--- config.mk ---
export PLATFORM = sky130hd
export DESIGN_NAME = param_writeback
export DESIGN_NICKNAME = d
export VERILOG_FILES = /design/src/rtl/param_writeback.sv
export SDC_FILE = /design/constraint.sdc
export NUM_CORES = 1
export LEC_CHECK = 0
export CORE_AREA = 4 4 255 257
export CTS_BUF_LIST = sky130_fd_sc_hd__clkbuf_16
export DETAILED_ROUTE_END_ITERATION = 16
export DIE_AREA = 0 0 259 261
export GPL_TIMING_DRIVEN = 0
export PLACE_DENSITY = 0.7
export SLEW_MARGIN = 20
export SYNTH_ARGS = -nofsm -noshare
export SYNTH_HDL_FRONTEND = slang
export SYNTH_SLANG_ARGS = --single-unit
--- constraint.sdc ---
create_clock -name clk -period 6.35 [get_ports clk]
set_clock_uncertainty 0.05 [all_clocks]
set_input_delay 0.635 -clock clk [delete_from_list [all_inputs] [get_ports clk]]
set_output_delay 0.635 -clock clk [all_outputs]
set_load 0.05 [all_outputs]
--- src/rtl/param_writeback.sv ---
// Parameter bank for the two-layer network: sweeps every weight/bias slot off the
// shared update bus on start, accepts host loads while idle, and exposes flat views.
module param_writeback #(
    parameter int N   = 32,
    parameter int SX  = 2,
    parameter int SL1 = 3,
    parameter int SL  = 2,
    localparam int WT = SX * SL1 + SL1 * SL,
    localparam int ND = SL1 + SL,
    localparam int S  = WT + ND,
    localparam int SW = $clog2(S)
) (
    input  logic              clk,
    input  logic              rst,
    input  logic              start,
    input  logic              ld_en,
    input  logic [SW-1:0]     ld_slot,
    input  logic [N-1:0]      ld_data,
    input  logic [2*N-1:0]    bus,
    output logic [S-1:0]      we,
    output logic              dtb,
    output logic              busy,
    output logic              done,
    output logic [N*WT-1:0]   wall,
    output logic [N*ND-1:0]   ball
);

    typedef enum logic [1:0] {IDLE, SWEEP, DONE} state_t;

    localparam logic [SW-1:0] LAST = SW'(S - 1);
    localparam logic [S-1:0]  ONE  = S'(1);
    localparam int            L2   = SL1 * (SX + 1);

    state_t         state, state_nx;
    logic [SW-1:0]  s, s_nx;
    logic [S-1:0]   we_nx;
    logic           cap_en;
    logic [SW-1:0]  cap_slot;
    logic [N-1:0]   cap_data;
    logic [N-1:0]   par [S];

    always_comb begin
        state_nx = state;
        s_nx     = s;
        cap_en   = 1'b0;
        cap_slot = s;
        cap_data = bus[N-1:0];
        case (state)
            IDLE: begin
                // start takes priority; a simultaneous load is dropped
                if (start) begin
                    state_nx = SWEEP;
                    s_nx     = '0;
                end else if (ld_en && (ld_slot <= LAST)) begin
                    cap_en   = 1'b1;
                    cap_slot = ld_slot;
                    cap_data = ld_data;
                end
            end
            SWEEP: begin
                cap_en = 1'b1;
                if (s == LAST) begin
                    state_nx = DONE;
                    s_nx     = '0;
                end else begin
                    s_nx = s + 1'b1;
                end
            end
            DONE:    state_nx = IDLE;
            default: state_nx = IDLE;
        endcase
        // outputs are registered from the next state so they never glitch
        we_nx = (state_nx == SWEEP) ? (ONE << s_nx) : '0;
    end

    always_ff @(posedge clk) begin
        if (rst) begin
            state <= IDLE;
            s     <= '0;
            we    <= '0;
            dtb   <= 1'b0;
            busy  <= 1'b0;
            done  <= 1'b0;
            for (int i = 0; i < S; i++) begin
                par[i] <= '0;
            end
        end else begin
            state <= state_nx;
            s     <= s_nx;
            we    <= we_nx;
            dtb   <= (state_nx == SWEEP);
            busy  <= (state_nx == SWEEP);
            done  <= (state_nx == DONE);
            if (cap_en) begin
                par[cap_slot] <= cap_data;
            end
        end
    end

    // node-major slot layout: fan-in weights of a node, then its bias
    for (genvar k = 0; k < SL1; k++) begin : g_l1
        for (genvar j = 0; j < SX; j++) begin : g_w
            assign wall[(k*SX + j)*N +: N] = par[k*(SX+1) + j];
        end
        assign ball[k*N +: N] = par[k*(SX+1) + SX];
    end

    for (genvar k = 0; k < SL; k++) begin : g_l2
        for (genvar j = 0; j < SL1; j++) begin : g_w
            assign wall[(SX*SL1 + k*SL1 + j)*N +: N] = par[L2 + k*(SL1+1) + j];
        end
        assign ball[(SL1 + k)*N +: N] = par[L2 + k*(SL1+1) + SL1];
    end

endmodule
## After elaboration in Yosys (flattened, before gate mapping)

Memories as Yosys holds them, arrays and structs flattened.
Cells that the tools add are included.

- Memories: 1
- Bits in writable memories: 544
- Word-level logic and storage cells: 41
- Input port bits: 105
- Register bits after elaboration: 26
- Output and inout port bits: 564

- Add/subtract/negate cells: 1
- Multiplexer cells: 23
- Reductions and logical operators: 4
- $lt $le $gt $ge: 1
- Shift operators: 1
- Equality and inequality tests: 4
- Bitwise operators: 1

Memory list:

| name | words | width | read ports | clocked after Yosys merged registers in | write ports | line | source |
|---|---|---|---|---|---|---|---|
| par | 17 | 32 | 17 | 0 | 17 | 40 | `logic [N-1:0] par [S];` |

Operator list:

| operator | count |
|---|---|
| 32-bit 2-to-1 mux | 4 |
| 32-bit OR reduction | 1 |
| 5-bit 2-to-1 mux | 6 |
| 1-bit by 5-bit left shift with 17-bit output, first input constant | 1 |
| 5-bit one-hot mux with 2 select lines | 1 |
| 1-bit 2-to-1 mux | 8 |
| 5-bit by 1-bit adder with 5-bit output, second input constant | 1 |
| 5-bit == test, second input constant | 1 |
| 5-bit less-or-equal comparator, second input constant | 1 |
| 2-bit by 1-bit == test with 1-bit output, second input constant | 2 |
| 2-bit 2-to-1 mux | 2 |
| 2-bit one-hot mux with 2 select lines | 1 |
| 2-bit == test, second input constant | 1 |
| 2-bit zero test | 1 |
| 1-bit one-hot mux with 2 select lines | 1 |
| 2-bit OR reduction | 1 |
| 1-bit logical AND | 1 |
| 1-bit NOT | 1 |

## Depth between registers and ports, before layout

- Depth in word-level cells: 10
- Gate-level depth with buffers: 8
- Gate-level depth less buffers: 6

## Worst setup path after synthesis

No wires, ideal clock.

- Path type: input to register
- Start point: in ld_slot[0]
- End point: mem par[13][0] (enable)
- Buffers on the path: 1
- Setup slack: 1.414 ns
- Library setup time: 0.470 ns
- Data required time: 5.830 ns
- Stages on the path: 5
- Data arrival time: 4.417 ns
- Path through: or4_1 -> a221oi_4 -> nand3_1 -> clkbuf_1 -> o31ai_1

RTL lines:

| element | line | source |
|---|---|---|
| start, declared | 17 | `input logic [SW-1:0] ld_slot,` |
| end, declared | 40 |  |

==> run metrics <==
status finished, final reports clean; Post-Synthesis Mean Instance Area ~15 sq um; Synth async-reset ratio 0%; Hold Path Class reg2reg; Least-Margin Pin Slew roughly 1100 ps; clock latency at the later pin of the worst-skew pair between 600 and 700 ps; critical path data required time 6610 ps; total gr overflow 0; clock network power share around 36%; post-route ant nets 0; leakage 10.3 nW; Seq pwr share roughly half; Num CTS Buffers 58; post-synthesis net count about 1600; clock root cell clkbuf_16; DP HPWL ~65000 um; most common flop cell mapped by yosys edfxtp_1; Setup crit end kind register; DP Area between 20000 and 30000 sq um; Setup Fix Bufs, Post-CTS 0; min cycle time layout 4150 ps; die width between 200 and 300 um; final setup fails 0; f_max 0.241 GHz; Tot GR Track Use 24.6%; share of cells above drive strength 1 between 10% and 20%; crit-path cells clkdlybuf4s50_1, or4_1, a221oi_4, o2111ai_2, clkbuf_1, o21ai_4, buf_16; CTS tree done; number of global-route vias before repair roughly 16000; final std cells w/o fill about 3000; CTS Hold Buffers Added 0; die area about 68000 sq um; initial antenna violation count 2; final number of hold-violating endpoints 0; first-pass GRT wire length between 100000 and 150000 um; via count about 17000; CP delay by family, top compound AO/OA/AOI/OAI gates; Post-Syn Instances 1463; NumNets Final around 2300; Slowest-stage cell, CP o21ai_4; First-pass DRT Iterations 7; Final Worst Setup Slack between 2000 and 2500 ps; Int Pwr ~6.3 mW; final wirelength just under 90000 um; Unique masters post-synth just under 60; Comb power frac roughly 16%; Max stage delay on crit path around 680 ps; synthesized area about 22000 sq um; Syn. warnings 0; layout filler cell count ~5200; DP Worst Slack between 1500 and 2000 ps; commonest non-fill, non-tap cell in the layout clkdlybuf4s50_1; port bufs between 600 and 700; Pwr per Cell Area about 280 nW/um^2; Synth area leaders edfxtp_1 (75%), nor3_1 (13%), dfxtp_1 (2.4%), mux2i_2 (1.6%), clkbuf_1 (1.5%); slew margin rel. about a quarter; Total Power a little under 9 mW; most frequent cells in the layout clkdlybuf4s50_1 (636), nor3_1 (551), edfxtp_1 (544), clkbuf_1 (86), clkbuf_16 (59); Max clock buf depth 3; maximum VDD drop between 150 and 200 uV; CP max FO 18; H-tree Lvls 2; setup TNS 0 ps; top cell type's share of synthesized area between 70% and 80%; flip-flop and latch count after synthesis 570; Non-Filler Cell Area, Final between 30000 and 40000 sq um; routed len/inst ~28 um; row count around 90; area growth from synthesis to final layout 45.7%; Die Ht around 260 um; clk sinks 570; EDFF count, synth roughly 540; GPL Wtd Cong 0.897; final period utilization 65.3%; CP arrival between 4000 and 5000 ps; post-CTS resize count 0; largest net degree at the start of global routing 25; dpl cells a little under 3000; Initial Util 34.7%; CP Launch Type primary input; Crit Path Class in2reg; Sw Share 28.4%; Max Slew Vio Count 0; Clk pin slew, worst setup/hold paths about 60 ps; DRC viols 0; DR vias/cell 5.38; Max-Cap Viols 0; Worst Path Buf+Inv 3; Net Sw Power about 2.5 mW; CORE AREA between 60000 and 70000 sq um; post-synthesis sequential area ratio 77.5%; Yosys top cell by area edfxtp_1; DR iter-0 viols between 1000 and 1500; unrepaired setup endpoints after global routing no; I/O Pins 669
## registers in the layout (all words and copies together), names as in the netlist
name and cells:
busy 1, s 5, we 17, done 1, state 2, par 544
## cell usage after synthesis (all sizes together), types with 2 or more instances
master	count
o2111ai	6
a22oi	2
a21o	2
nand3	8
nor3b	5
or2	4
nor4b	4
nor2b	3
mux2i	33
o22ai	9
o21a	2
ha	2
nand2b	6
o21ai	23
edfxtp	544
a21oi	7
buf	72
inv	4
and2	2
dfxtp	26
clkbuf	89
nor2	7
nor3	552
nor4	16
a211oi	6
nand2	9
## cells by family after synthesis
group / share of synthesized area, %
simple gates: 14.8
flops: 77.5
buf+inv: 3.37
compound gates: 2.13
mux: 2.02
fa+ha+maj: 0.115
xor+xnor: 0.0403
## power by group through the flow
stage	clock (mW)	sequential, mW	combinational, mW
2_1_floorplan	0	4.88	0.259
3_3_place_gp	0	4.40	1.31
3_5_place_dp	0	4.38	1.39
4_1_cts	3.19	4.30	1.39
5_1_grt	3.34	4.31	1.43
6_report	3.16	4.30	1.39
## worst paths after layout
| check | slack [ps] | cells past startpoint | to | from |
|---|---|---|---|---|
| setup / recovery | 2200 | 7 | par[10][11]$_SDFFCE_PN0P_ | ld_slot[0] |
| hold / removal | 670 | 2 | s[0]$_SDFF_PP0_ | s[0]$_SDFF_PP0_ |
| hold reg to reg | 670 | 2 | s[0]$_SDFF_PP0_ | s[0]$_SDFF_PP0_ |
| setup reg to reg | 2390 | 8 | par[10][11]$_SDFFCE_PN0P_ | state[1]$_SDFF_PP0_ |
## worst min-delay path: stages (launching register included)
cell and delay [ps]:
dfxtp_1 400, nand2_1 190, a21oi_1 80
## stage by stage
| step | hold slack [ps] | utilization (%) |
|---|---|---|
| 2_1_floorplan | 544 | - |
| 3_3_place_gp | 616 | 46.5 |
| 3_5_place_dp | 646 | 47.7 |
| 4_1_cts | 651 | 50.5 |
| 5_1_grt | 726 | 50.5 |
| 6_report | 672 | 50.5 |
## cell type report
cell class | instances | area (sq um) | area share (%)
tap | 846 | 1060 | 3.34
sequential | 570 | 16900 | 53.2
clock inverter | 42 | 244 | 0.770
antenna | 2 | 5.00 | 0.0158
clock buffer | 59 | 1480 | 4.66
buffer | 161 | 718 | 2.27
multi-input combinational | 727 | 4440 | 14.0
timing repair buffer | 658 | 6880 | 21.7
inverter | 5 | 18.8 | 0.0592
## layer usage
layer	routed length (um)	global-route usage (%)	vias up
li1	-	-	7102
met1	30900	29.0	8151
met2	42400	42.0	1078
met3	10100	8.06	178
met4	3890	9.90	0
met5	0	0	-
No activity file was read; power rests on OpenSTA's default activity.
